## src/rtl/aes_io_if.sv

```systemverilog
// Byte-stream handshakes of the AES I/O front end: s_* carries bytes in, m_* carries bytes out.
// The slave modport is the unit's view; master is the environment's view.
interface aes_io_if;
  logic       s_valid;
  logic [7:0] s_data;
  logic       s_ready;
  logic       m_valid;
  logic [7:0] m_data;
  logic       m_ready;

  modport slave  (input  s_valid, s_data, m_ready, output s_ready, m_valid, m_data);
  modport master (output s_valid, s_data, m_ready, input  s_ready, m_valid, m_data);
endinterface

```

## src/rtl/aes_io_unit.sv

```systemverilog
// Byte-serial load (16 plaintext + 16 key bytes) and unload (16 ciphertext bytes) for the AES-128 core.
// Defining AES_IO_KEY_REUSE_EN adds i_reuse_key, which lets a load skip the key bytes.
module aes_io_unit (
  input  logic         clk,
  input  logic         reset,
  input  logic         i_load,
  input  logic         i_send,
  input  logic [127:0] i_cipher,
`ifdef AES_IO_KEY_REUSE_EN
  input  logic         i_reuse_key,
`endif
  aes_io_if.slave      io,
  output logic         o_data_received,
  output logic         o_done,
  output logic [127:0] o_state,
  output logic [127:0] o_key
);
  typedef enum logic [1:0] {RX_IDLE, RX_DATA, RX_KEY, RX_ACK} rx_state_t;
  typedef enum logic [1:0] {TX_IDLE, TX_STREAM, TX_ACK} tx_state_t;

  rx_state_t    rx_state, rx_next;
  tx_state_t    tx_state, tx_next;
  logic         load_p1, load_p2, send_p1, send_p2;
  logic [3:0]   rx_cnt, tx_cnt;
  logic [127:0] data_sh, key_sh, tx_sh;
  logic         load_rise, send_rise, rx_hs, tx_hs, rx_last, tx_last, rx_skip_key;

  assign load_rise = load_p1 & ~load_p2;
  assign send_rise = send_p1 & ~send_p2;

  // s_ready drops as soon as the registered load level falls, so no byte is taken during an abort
  assign io.s_ready      = ((rx_state == RX_DATA) || (rx_state == RX_KEY)) && load_p1;
  assign io.m_valid      = (tx_state == TX_STREAM);
  assign io.m_data       = tx_sh[127:120];
  assign o_data_received = (rx_state == RX_ACK);
  assign o_done          = (tx_state == TX_ACK);

  assign rx_hs   = io.s_valid & io.s_ready;
  assign tx_hs   = io.m_valid & io.m_ready;
  assign rx_last = rx_hs & (rx_cnt == 4'd15);
  assign tx_last = tx_hs & (tx_cnt == 4'd15);

`ifdef AES_IO_KEY_REUSE_EN
  logic reuse_p1, key_loaded;
  assign rx_skip_key = reuse_p1 & key_loaded;

  always_ff @(posedge clk or negedge reset) begin
    if (!reset) begin
      reuse_p1   <= 1'b0;
      key_loaded <= 1'b0;
    end else begin
      if ((rx_state == RX_IDLE) && load_rise) reuse_p1 <= i_reuse_key;
      if ((rx_state == RX_KEY) && (rx_next == RX_ACK)) key_loaded <= 1'b1;
    end
  end
`else
  assign rx_skip_key = 1'b0;
`endif

  always_ff @(posedge clk or negedge reset) begin
    if (!reset) begin
      rx_state <= RX_IDLE;
      tx_state <= TX_IDLE;
    end else begin
      rx_state <= rx_next;
      tx_state <= tx_next;
    end
  end

  always_comb begin
    rx_next = rx_state;
    case (rx_state)
      RX_IDLE: if (load_rise) rx_next = RX_DATA;
      RX_DATA: begin
        if (!load_p1)     rx_next = RX_IDLE;
        else if (rx_last) rx_next = rx_skip_key ? RX_ACK : RX_KEY;
      end
      RX_KEY: begin
        if (!load_p1)     rx_next = RX_IDLE;
        else if (rx_last) rx_next = RX_ACK;
      end
      default: rx_next = RX_IDLE;
    endcase
  end

  always_comb begin
    tx_next = tx_state;
    case (tx_state)
      TX_IDLE:   if (send_rise) tx_next = TX_STREAM;
      TX_STREAM: if (tx_last)   tx_next = TX_ACK;
      default:   tx_next = TX_IDLE;
    endcase
  end

  // Stage p1/p2: registered request levels for edge detection, plus byte datapath
  always_ff @(posedge clk or negedge reset) begin
    if (!reset) begin
      load_p1 <= 1'b0;
      load_p2 <= 1'b0;
      send_p1 <= 1'b0;
      send_p2 <= 1'b0;
      rx_cnt  <= 4'd0;
      tx_cnt  <= 4'd0;
      data_sh <= '0;
      key_sh  <= '0;
      tx_sh   <= '0;
      o_state <= '0;
      o_key   <= '0;
    end else begin
      load_p1 <= i_load;
      load_p2 <= load_p1;
      send_p1 <= i_send;
      send_p2 <= send_p1;

      if (rx_state != rx_next) rx_cnt <= 4'd0;
      else if (rx_hs)          rx_cnt <= rx_cnt + 4'd1;
      if (tx_state != tx_next) tx_cnt <= 4'd0;
      else if (tx_hs)          tx_cnt <= tx_cnt + 4'd1;

      if (rx_hs && (rx_state == RX_DATA)) data_sh <= {data_sh[119:0], io.s_data};
      if (rx_hs && (rx_state == RX_KEY))  key_sh  <= {key_sh[119:0], io.s_data};

      // Publish on the final handshake so the outputs are already valid in the ack cycle
      if ((rx_state == RX_DATA) && (rx_next == RX_ACK)) begin
        o_state <= {data_sh[119:0], io.s_data};
      end
      if ((rx_state == RX_KEY) && (rx_next == RX_ACK)) begin
        o_state <= data_sh;
        o_key   <= {key_sh[119:0], io.s_data};
      end

      if ((tx_state == TX_IDLE) && send_rise) tx_sh <= i_cipher;
      else if (tx_hs)                         tx_sh <= {tx_sh[119:0], 8'h00};
    end
  end
endmodule
```

## src/flat_wrapper.sv

```systemverilog
// flat-port wrapper written by rule: the top's interface ports become plain ports
module aes_io_unit_flat 
  (clk, reset, i_load, i_send, i_cipher, o_data_received, o_done, o_state, o_key, io_s_valid, io_s_data, io_m_ready, io_s_ready, io_m_valid, io_m_data);
  aes_io_if io_i ();
  input  logic clk;
  input  logic reset;
  input  logic i_load;
  input  logic i_send;
  input  logic [127:0] i_cipher;
  output logic o_data_received;
  output logic o_done;
  output logic [127:0] o_state;
  output logic [127:0] o_key;
  input wire logic [$bits(io_i.s_valid)-1:0] io_s_valid;
  input wire logic [$bits(io_i.s_data)-1:0] io_s_data;
  input wire logic [$bits(io_i.m_ready)-1:0] io_m_ready;
  output wire logic [$bits(io_i.s_ready)-1:0] io_s_ready;
  output wire logic [$bits(io_i.m_valid)-1:0] io_m_valid;
  output wire logic [$bits(io_i.m_data)-1:0] io_m_data;
  assign io_i.s_valid = io_s_valid;
  assign io_i.s_data = io_s_data;
  assign io_i.m_ready = io_m_ready;
  assign io_s_ready = io_i.s_ready;
  assign io_m_valid = io_i.m_valid;
  assign io_m_data = io_i.m_data;
  aes_io_unit u_core (.clk(clk), .reset(reset), .i_load(i_load), .i_send(i_send), .i_cipher(i_cipher), .io(io_i), .o_data_received(o_data_received), .o_done(o_done), .o_state(o_state), .o_key(o_key));
endmodule
```

## config.mk

```make
export PLATFORM = sky130hd
export DESIGN_NAME = aes_io_unit_flat
export DESIGN_NICKNAME = d
export VERILOG_FILES = /design/src/rtl/aes_io_if.sv /design/src/rtl/aes_io_unit.sv /design/src/flat_wrapper.sv
export SDC_FILE = /design/constraint.sdc
export NUM_CORES = 1
export LEC_CHECK = 0
export ABC_AREA = 1
export ABC_CLOCK_PERIOD_IN_PS = 2700
export BUFFER_PORTS_ARGS = -buffer_cell sky130_fd_sc_hd__clkbuf_2
export CAP_MARGIN = 10
export CORE_MARGIN = 2
export CORE_UTILIZATION = 57
export DETAILED_ROUTE_END_ITERATION = 8
export GPL_TIMING_DRIVEN = 0
export HOLD_SLACK_MARGIN = 0.12
export PLACE_DENSITY_LB_ADDON = 0.2
export SYNTH_ARGS = -nofsm -noshare
export SYNTH_HDL_FRONTEND = slang
export SYNTH_SLANG_ARGS = --single-unit
export TNS_END_PERCENT = 50
```

## constraint.sdc

```tcl
create_clock -name clk -period 2.7 [get_ports clk]
set_input_delay 0 -clock clk [delete_from_list [all_inputs] [get_ports clk]]
set_output_delay 0 -clock clk [all_outputs]
set_load 0.01 [all_outputs]
```

==> results.toml <==
[sta]
drv_slew = 0
clock_skew_ps = 18.8
worst_slack_ps = 168
period_share_pct = 93.8
rsz0062_at_grt = "true"
fmax_mhz = 395
setup_viol = 0
finalCriticalPeriod_ps = 2530
hold_violations = 0
relSlewSlack_pct = 43.7
worst_slew_pin_slew_ps = 844

[power]
totalPowerFinal_uw = 24200
power_per_cell_area_mw_per_mm2 = 723
p_switching_uw = 6550
p_int_uw = 17600
switching_share_pct = 27.1
p_leak_uw = 0.0177
combPwrFrac_pct = 14.6
seqPwrFrac_pct = 46.7
irDropWorstVdd_uv = 743
p_clk_share_pct = 38.7

[synth]
synthTopCellsByArea = "dfrtp_1, nand2_1, inv_1, o21ai_0, nor2_1"
synthMuxAreaShare_pct = 0
syn_inst = 3081
synth-compound-area-share_pct = 11.1
ys_seq_area_share_pct = 60.7
synth_area_per_cell_um2 = 8.67
synth-xor-area-share_pct = 0.197
yosys.area_share.simple_pct = 19.2
synth_top_cell_area_share_pct = 60.7
synth_area_mm2 = 0.0267
synthFlopType = "dfrtp_1"
synthArstFlopShare_pct = 100
synth_top_family_by_area = "simple AND/OR/NAND/NOR gates"
synthAdderAreaFrac_pct = 0.281
synth_edf_count = 0
netlist.top_cell.by_area = "dfrtp_1"
synth_warnings = 0
syn_nets = 3229
ys_seq_elements = 648
synthDistinctLibCells = 25

[die]
io_pins = 410
rows = 79
fp.dieArea_mm2 = 0.0486
die_x_um = 220
coreArea_mm2 = 0.0464
chipHeight_um = 220
initial_utilization_pct = 57.6

[finish]
post-route-util_pct = 72.1
n_fill_cell = 3424
synthToLayoutAreaGrowth_pct = 25.2
finalNetCount = 3860
drive_above_1_share_pct = 15.7

[routing]
drt_wl_total_um = 78900
drtIter0Drc = 2448
drt-wirelength-per-cell_um = 18.0
vias = 23500
drt-pass1-iter-count = 5
vias_per_cell = 5.38
antenna_left = 0
drc = 0

[critical_path]
worst_ep_required_time_ps = 3140
crit_chain = "inv_1 -> ha_1 -> nand2_1 -> nor2_4 -> nand2_1 -> clkbuf_1 -> clkbuf_1 -> o21ai_0"
r2r_cells = 8
cpPeakStageDelay_ps = 600
worst-path-stages = 8
crit_buf_inv = 3
rr_startpoint = "u_core.rx_state[0]"
cpMaxStageDelayCell = "clkbuf_1"
cp_top_family = "buffers and inverters"
crit_start = "u_core.rx_state[0]"
crit_path_end = "u_core.data_sh[86]"
end_kind = "flip-flop"
critical_path_class = "reg -> reg"
worstSetupStartpointType = "flip-flop"
crit_arrival_ps = 2970
r2r-end = "u_core.data_sh[86]"
r2r_setup_slack_ps = 170
crit_fanout = 10

[grt]
grt_pass1_wl_um = 125000
grtUsageMet3_pct = 8.58
overflow = 0
grt_use_total_pct = 33.0
gr-usage-met1_pct = 43.8
grt-busiest-layer = "met2"
first_global_vias = 23200
grt_max_degree = 124
globalRouteMet2Util_pct = 51.0
antenna_found_initial = 10

[place]
gp_congestion = 0.902
place_hpwl_um = 52800
post-place-ws_ps = -13.2
port_buffers = 409

[clock_tree]
cts.sinks = 648
clock_path_buffers = 3
root_buffer = "clkbuf_16"
htreeDepth = 3
cts_tree = "done"
clkTransAtPathRegs_ps = 60
post-cts-setup-buffers = 0
numCtsBuffers = 69
worstSkewPairLatency_ps = 590

[run]
max-cap-violations = 0

[outcome]
status = "finished clean"

[worst_hold_path]
hold_class = "in -> reg"
state kept, by name (all words and copies together) (netlist names):
register         flops
u_core.data_sh     128
u_core.key_sh      120
u_core.load_p1       1
u_core.load_p2       1
u_core.o_key       128
u_core.o_state     128
u_core.rx_cnt        4
u_core.rx_state      2
u_core.send_p1       1
u_core.send_p2       1
u_core.tx_cnt        4
u_core.tx_sh       128
u_core.tx_state      2
Yosys cell counts (all sizes together), types with 3 or more instances:
library cell	number
nand4	3
o21ai	386
buf	71
inv	387
o211ai	8
nand3	19
dfrtp	648
ha	6
nand2	1045
nor2	272
clkbuf	117
o221ai	111
xor2	5
through the flow:
step	cell area, um2	cells	hold WS [ps]	setup TNS (ps)
4_1_cts	33400	4368	156	0
5_1_grt	33400	4376	204	-29.5
3_5_place_dp	29700	4103	-4.35	-35.1
3_3_place_gp	29500	4097	132	-8293600
6_report	33400	4377	173	0
2_1_floorplan	26700	3081	-296	0
worst register-to-register path: stages (launching register included):
cell,delay (ps)
dfrtp_1,410
inv_1,130
ha_1,330
nand2_1,150
nor2_4,80
nand2_1,130
clkbuf_1,600
clkbuf_1,400
o21ai_0,160
kinds of logic after synthesis:
logic type | count (synthesis)
adders and majority gates | 6
and+or+nand+nor | 1340
xor gates and xnor gates | 6
DFF | 648
buffers and inverters | 575
AOI/OAI and AO/OA | 506
layer usage:
metal,vias to the layer above,wire length (um)
met2,1005,36300
met4,4,3790
met5,-,49
li1,10900,-
met3,264,6610
met1,11400,32200
what timing repair did:
| action | CTS | global route |
|---|---|---|
| cloned | 0 | 0 |
| endpoints found under the setup margin | 100 | 194 |
| hold buffers | 145 | 0 |
| resized for setup | 1 | 12 |
| hold endpoints to repair | 594 | 0 |
worst min path at each step:
stage,start,endpoint,depth (start not counted)
2_1_floorplan,reset,u_core.data_sh[0],0
3_3_place_gp,i_send,u_core.send_p1,1
3_5_place_dp,reset,u_core.tx_sh[23],1
4_1_cts,i_cipher[47],u_core.tx_sh[47],4
5_1_grt,i_cipher[124],u_core.tx_sh[124],4
6_report,i_cipher[56],u_core.tx_sh[56],4
final cells by class:
class	count	area, um2	share of cell area (%)
Sequential cell	648	16200	48.5
Multi-Input combinational cell	1858	8220	24.6
Timing Repair Buffer	560	3690	11.0
Clock buffer	106	2070	6.19
Inverter	387	1450	4.35
Buffer	188	842	2.52
Tap cell	607	759	2.27
Clock inverter	14	159	0.475
Antenna cell	9	22.5	0.0674
power by group through the flow:
stage / Sequential, uW / Combinational [uW] / Clock (uW)
floorplan: 11300 / 2100 / 0
global placement: 11400 / 3000 / 0
detailed placement: 11400 / 3140 / 0
CTS: 11200 / 3360 / 9450
global route: 11400 / 3950 / 9840
finish: 11300 / 3530 / 9340
cell usage in the layout, fill, tap and decap left out, types with 110 or more instances in the layout:
| cell type | netlist | final |
|---|---|---|
| clkbuf_1 | 117 | 135 |
| dfrtp_1 | 648 | 648 |
| nor2_1 | 270 | 270 |
| nand2_1 | 1042 | 1042 |
| clkbuf_2 | 0 | 410 |
| inv_1 | 386 | 386 |
| o221ai_1 | 111 | 111 |
| o21ai_1 | 110 | 110 |
| o21ai_0 | 276 | 276 |
| dlygate4sd3_1 | 0 | 144 |
(Power assumes the default switching activity.)
